$ cat config.mk
export PLATFORM = sky130hd
export DESIGN_NAME = regfile
export DESIGN_NICKNAME = d
export VERILOG_FILES = /design/src/rtl/regfile.sv
export SDC_FILE = /design/constraint.sdc
export NUM_CORES = 2
export LEC_CHECK = 0
export CORE_UTILIZATION = 32
export CTS_CLUSTER_SIZE = 8
export DETAILED_ROUTE_END_ITERATION = 10
export SLEW_MARGIN = 20
export SYNTH_ARGS = -nofsm -noshare
export SYNTH_HDL_FRONTEND = slang
export SYNTH_SLANG_ARGS = --single-unit
$ cat constraint.sdc
create_clock -name clk -period 37.1 [get_ports clk]
set_input_delay 3.71 -clock clk [delete_from_list [all_inputs] [get_ports clk]]
set_output_delay 3.71 -clock clk [all_outputs]
set_load 0.01 [all_outputs]
$ cat src/rtl/regfile.sv
// General-purpose register file with HI/LO pair for the St.PU pipeline.
// Combinational reads with same-cycle WB bypass; writes commit on the rising edge.
module regfile #(
    parameter int REG_NUM = 32,
    parameter int DATA_W  = 32
) (
    input  logic              clk,
    input  logic              rst,
    input  logic              we,
    input  logic [4:0]        waddr,
    input  logic [DATA_W-1:0] wdata,
    input  logic              re1,
    input  logic [4:0]        raddr1,
    output logic [DATA_W-1:0] rdata1,
    input  logic              re2,
    input  logic [4:0]        raddr2,
    output logic [DATA_W-1:0] rdata2,
    input  logic              hilo_we,
    input  logic [DATA_W-1:0] hi_i,
    input  logic [DATA_W-1:0] lo_i,
    output logic [DATA_W-1:0] hi_o,
    output logic [DATA_W-1:0] lo_o,
    output logic [15:0]       wr_count
);

    logic [DATA_W-1:0] regs [1:REG_NUM-1];
    logic [DATA_W-1:0] hi;
    logic [DATA_W-1:0] lo;
    logic              wr_ok;

    // r0 is hardwired to zero, so writes to it are neither stored nor counted
    assign wr_ok = we && (waddr != 5'd0) && (int'(waddr) < REG_NUM);

    always_ff @(posedge clk or posedge rst) begin
        if (rst) begin
            for (int i = 1; i < REG_NUM; i++) begin
                regs[i] <= '0;
            end
            hi       <= '0;
            lo       <= '0;
            wr_count <= '0;
        end else begin
            if (wr_ok) begin
                regs[waddr] <= wdata;
                wr_count    <= wr_count + 16'd1;
            end
            if (hilo_we) begin
                hi <= hi_i;
                lo <= lo_i;
            end
        end
    end

    function automatic logic [DATA_W-1:0] read_port(
        input logic       re,
        input logic [4:0] raddr
    );
        logic [DATA_W-1:0] r;
        r = '0;
        if (rst || !re || raddr == 5'd0 || int'(raddr) >= REG_NUM) begin
            r = '0;
        end else if (wr_ok && waddr == raddr) begin
            r = wdata;
        end else begin
            r = regs[raddr];
        end
        return r;
    endfunction

    always_comb begin
        rdata1 = read_port(re1, raddr1);
        rdata2 = read_port(re2, raddr2);
    end

    assign hi_o = hi;
    assign lo_o = lo;

endmodule
==> key figures <==
Status
  • Result of the run: finished, violations left
  • Violated checks: design-rule violations

Timing
  • Final critical path time including I/O delays and setup: around 12 ns
  • Worst Max-Slew Pin Slew: ~1.2 ns
  • RSZ-0062 raised after global routing: no
  • Slew Limit Headroom: between 20% and 30%
  • Upper clock frequency limit: ~0.08 GHz
  • PnR worst setup slack: around 25 ns
  • Clock Skew: roughly 0.013 ns
  • Count of endpoints failing setup in the final report: 0
  • Part of the cycle the worst path needs: between 30% and 40%
  • Final-layout setup total negative slack: 0 ns
  • Count of endpoints failing hold in the final timing report: 0
  • Count of pins over their slew limit: 0

Setup path
  • Slowest-stage cell, CP: sky130_fd_sc_hd__buf_4
  • Top Family by Delay on Critical Path: buffers and inverters
  • Critical path data required time: around 33 ns
  • Setup crit start kind: input pin
  • Highest fanout seen on the critical path: 44
  • Crit path capture type: output pin
  • Most frequent CP cell: sky130_fd_sc_hd__buf_4
  • Critical path buffer and inverter count: 5
  • Critical path type: in2out
  • Max stage delay on crit path: ~0.8 ns
  • Endpoint arrival time on the critical path: roughly 8.6 ns
  • CP Cell Sequence: buf_8 -> buf_4 -> buf_4 -> buf_4 -> mux4_2 -> mux2i_1 -> o21ai_0 -> a21oi_1 -> a21oi_1 -> clkdlybuf4s50_1

Route
  • Drt wl/cell: 29.8 um
  • 1st-pass router iterations: 10
  • Topmost layer with routed signal wires: met5
  • DR DRC count: 4
  • Sum of met2 wire segment lengths after detailed routing: 94,800 um
  • Via count: ~38k
  • Ratio of routed vias to standard cells: ~5.8
  • Post-route antenna net violation count: 0
  • Met3 Wirelength: ~11,000 um
  • DR iter-0 viols: between 3k and 4k
  • Routed Wire Length: between 150,000 and 200,000 um
  • Met1 WL: between 70,000 and 80,000 um

Synth
  • Post-synth ARST share: 100%
  • Gate Count Post-Synth: 3,949
  • Area fraction of the dominant cell type after synthesis: between 40% and 50%
  • Sequential area share after synthesis: a little under half
  • Number of flops mapped to enable cells by yosys: 0
  • Post-Syn Nets: 4,067
  • Yosys warns: 0
  • Unique cell type count in the Yosys netlist: 54
  • Cell type contributing the most total cell area after synthesis: sky130_fd_sc_hd__dfrtp_1
  • Syn_area_per_cell: about 14 um2
  • Seq cells post-synth: 1,072
  • Post-synthesis instance area: about 57,000 um2
  • Leading cell types by total area after synthesis: sky130_fd_sc_hd__dfrtp_1, sky130_fd_sc_hd__mux2_2, sky130_fd_sc_hd__mux4_2
  • Dominant register cell in the synthesized netlist: sky130_fd_sc_hd__dfrtp_1

Clocking
  • # clock sinks: approximately 1.1k
  • Number of buffers added for setup after CTS: 0
  • H-Tree Level Count: 4
  • Count of cells resized by post-cts repair: 0
  • CTS tree: built
  • Clock buffer depth: 3
  • Count of hold-fix buffers inserted at cts: 0
  • TritonCTS buffer count: about 150
  • Clock-pin slew on the worst setup and hold paths: 0.05 ns
  • Clock root cell: sky130_fd_sc_hd__clkbuf_16
  • Skew-Pair Late Insertion Delay: between 0.7 and 0.8 ns

Pwr
  • Maximum vdd drop: ~0.000044 V
  • Switching power of the nets: about 0.96 mW
  • Part of the total power dissipated in sequential elements: 44.2%
  • Combinational group share of total power: 19.9%
  • Proportion of total power due to net switching: about 27%
  • Static Leakage: 27.9 nW
  • Cell internal pwr: around 2.6 mW
  • Clock share of power: a little over a third
  • Power density normalized to cell area: between 50 and 60 nW/um2

Placement
  • Post-detail-place hpwl: 106,000 um
  • Number of port buffers: 260
  • Setup WS pre-CTS: approximately 25 ns
  • Routability Congestion: 0.801

Cells and area
  • P&R area growth vs syn: 15.9%
  • Final core area utilization: 37.4%
  • Most used cells in the layout excluding fill and tap cells: sky130_fd_sc_hd__mux2_2, sky130_fd_sc_hd__dfrtp_1, sky130_fd_sc_hd__mux4_2
  • Most common cell after layout, fill and taps aside: sky130_fd_sc_hd__mux2_2
  • Total Nets Final: 4,182
  • Share of final-layout standard cells stronger than drive strength 1: ~47%

Job
  • Max Cap Viol: 0

Die
  • I/O Pins: ~260
  • Die height: between 400 and 500 um
  • Rows: ~150
  • Die W: between 400 and 500 um
  • Starting density of the core: 32.3%
  • Core Footprint: ~180,000 um2
  • Die area: approximately 180,000 um2

Global routing
  • Pin count of the biggest net entering global routing: 157
  • Antenna violations before repair: 8
  • Residual overflow from global routing: 0
  • GRT Total Usage: 21.3%
  • Via count of the first global-routing pass: a little under 40k
  • Wire length of the first global-routing pass: about 280,000 um

Min path
  • Classification of the worst-slack hold path: reg2reg
[flip-flops by register name, indices dropped and copies added (netlist names)]
signal	cells
hi_o	32
lo_o	32
regs	992
wr_count	16
[worst register-to-register path, stage by stage (launching register included)]
cell and delay [ns]:
sky130_fd_sc_hd__dfrtp_1 0.44, sky130_fd_sc_hd__and4_1 0.30, sky130_fd_sc_hd__and4_1 0.26, sky130_fd_sc_hd__and3_1 0.16, sky130_fd_sc_hd__nand3_1 0.09, sky130_fd_sc_hd__xnor2_1 0.13
[Yosys cell counts, types with 28 or more instances]
library cell               count
sky130_fd_sc_hd__buf_2        87
sky130_fd_sc_hd__buf_4        28
sky130_fd_sc_hd__clkbuf_1    219
sky130_fd_sc_hd__buf_1        71
sky130_fd_sc_hd__o311ai_0     28
sky130_fd_sc_hd__dfrtp_1    1072
sky130_fd_sc_hd__o22ai_1      30
sky130_fd_sc_hd__nor2_1       86
sky130_fd_sc_hd__o21ai_0      43
sky130_fd_sc_hd__mux2_2     1142
sky130_fd_sc_hd__a21oi_1      61
sky130_fd_sc_hd__nand3_1      53
sky130_fd_sc_hd__a22oi_1      82
sky130_fd_sc_hd__mux4_2      412
sky130_fd_sc_hd__mux2i_1     155
sky130_fd_sc_hd__nand2_1     138
[stage by stage]
stage	instance area, um2	instances	total power [mW]	hold slack (ns)
2_1_floorplan	56900	3949	2.05	0.460
3_3_place_gp	61800	6248	2.24	0.463
3_5_place_dp	61800	6249	2.26	0.466
4_1_cts	65900	6421	3.53	0.480
5_1_grt	65900	6424	3.66	0.491
6_report	65900	6425	3.52	0.479
[final cells by class]
cell class	instances	area, um2
fill	16544	110000
multi-input combinational	2463	28500
sequential	1072	26800
clock buffer	160	3930
timing repair buffer	369	3500
tap	2340	2930
clock inverter	12	201
inverter	6	35.0
antenna	3	7.51
[routing by layer]
| metal | track usage (%) | vias to the layer above |
|---|---|---|
| li1 | - | 15332 |
| met1 | 27.4 | 20365 |
| met2 | 35.5 | 1421 |
| met3 | 3.20 | 426 |
| met4 | 9.20 | 2 |
| met5 | 0 | - |
[final timing paths]
kind | startpoint | endpoint | slack [ns] | cells past startpoint
min in group asynchronous | rst | regs[760] | 3.54 | 2
max in group asynchronous | rst | regs[92] | 30.37 | 5
max reg2reg | wr_count[4] | wr_count[15] | 35.61 | 5
min reg2reg | wr_count[15] | wr_count[15] | 0.48 | 1
max | raddr2[0] | rdata2[23] | 24.81 | 10
min | wr_count[15] | wr_count[15] | 0.48 | 1
[power by group through the flow]
stage	combinational, mW	clock (mW)	sequential [mW]
after CTS	0.702	1.29	1.55
after global placement	0.687	0	1.55
after floorplan	0.529	0	1.52
after detailed placement	0.699	0	1.56
final	0.700	1.26	1.55
after global routing	0.748	1.33	1.58
[cells by family (layout without fill, tap and decap cells)]
| group | after synthesis | after routing | share of synthesized area [%] |
|---|---|---|---|
| mux | 1709 | 1709 | 41.7 |
| flops | 1072 | 1072 | 47.2 |
| buf+inv | 414 | 547 | 3.15 |
| compound gates | 367 | 367 | 4.68 |
| simple gates | 361 | 361 | 2.92 |
| xor+xnor | 25 | 25 | 0.385 |
| fa+ha+maj | 1 | 1 | 0.0220 |
| other cells | 0 | 3 | 0 |
(Power assumes the default switching activity.)
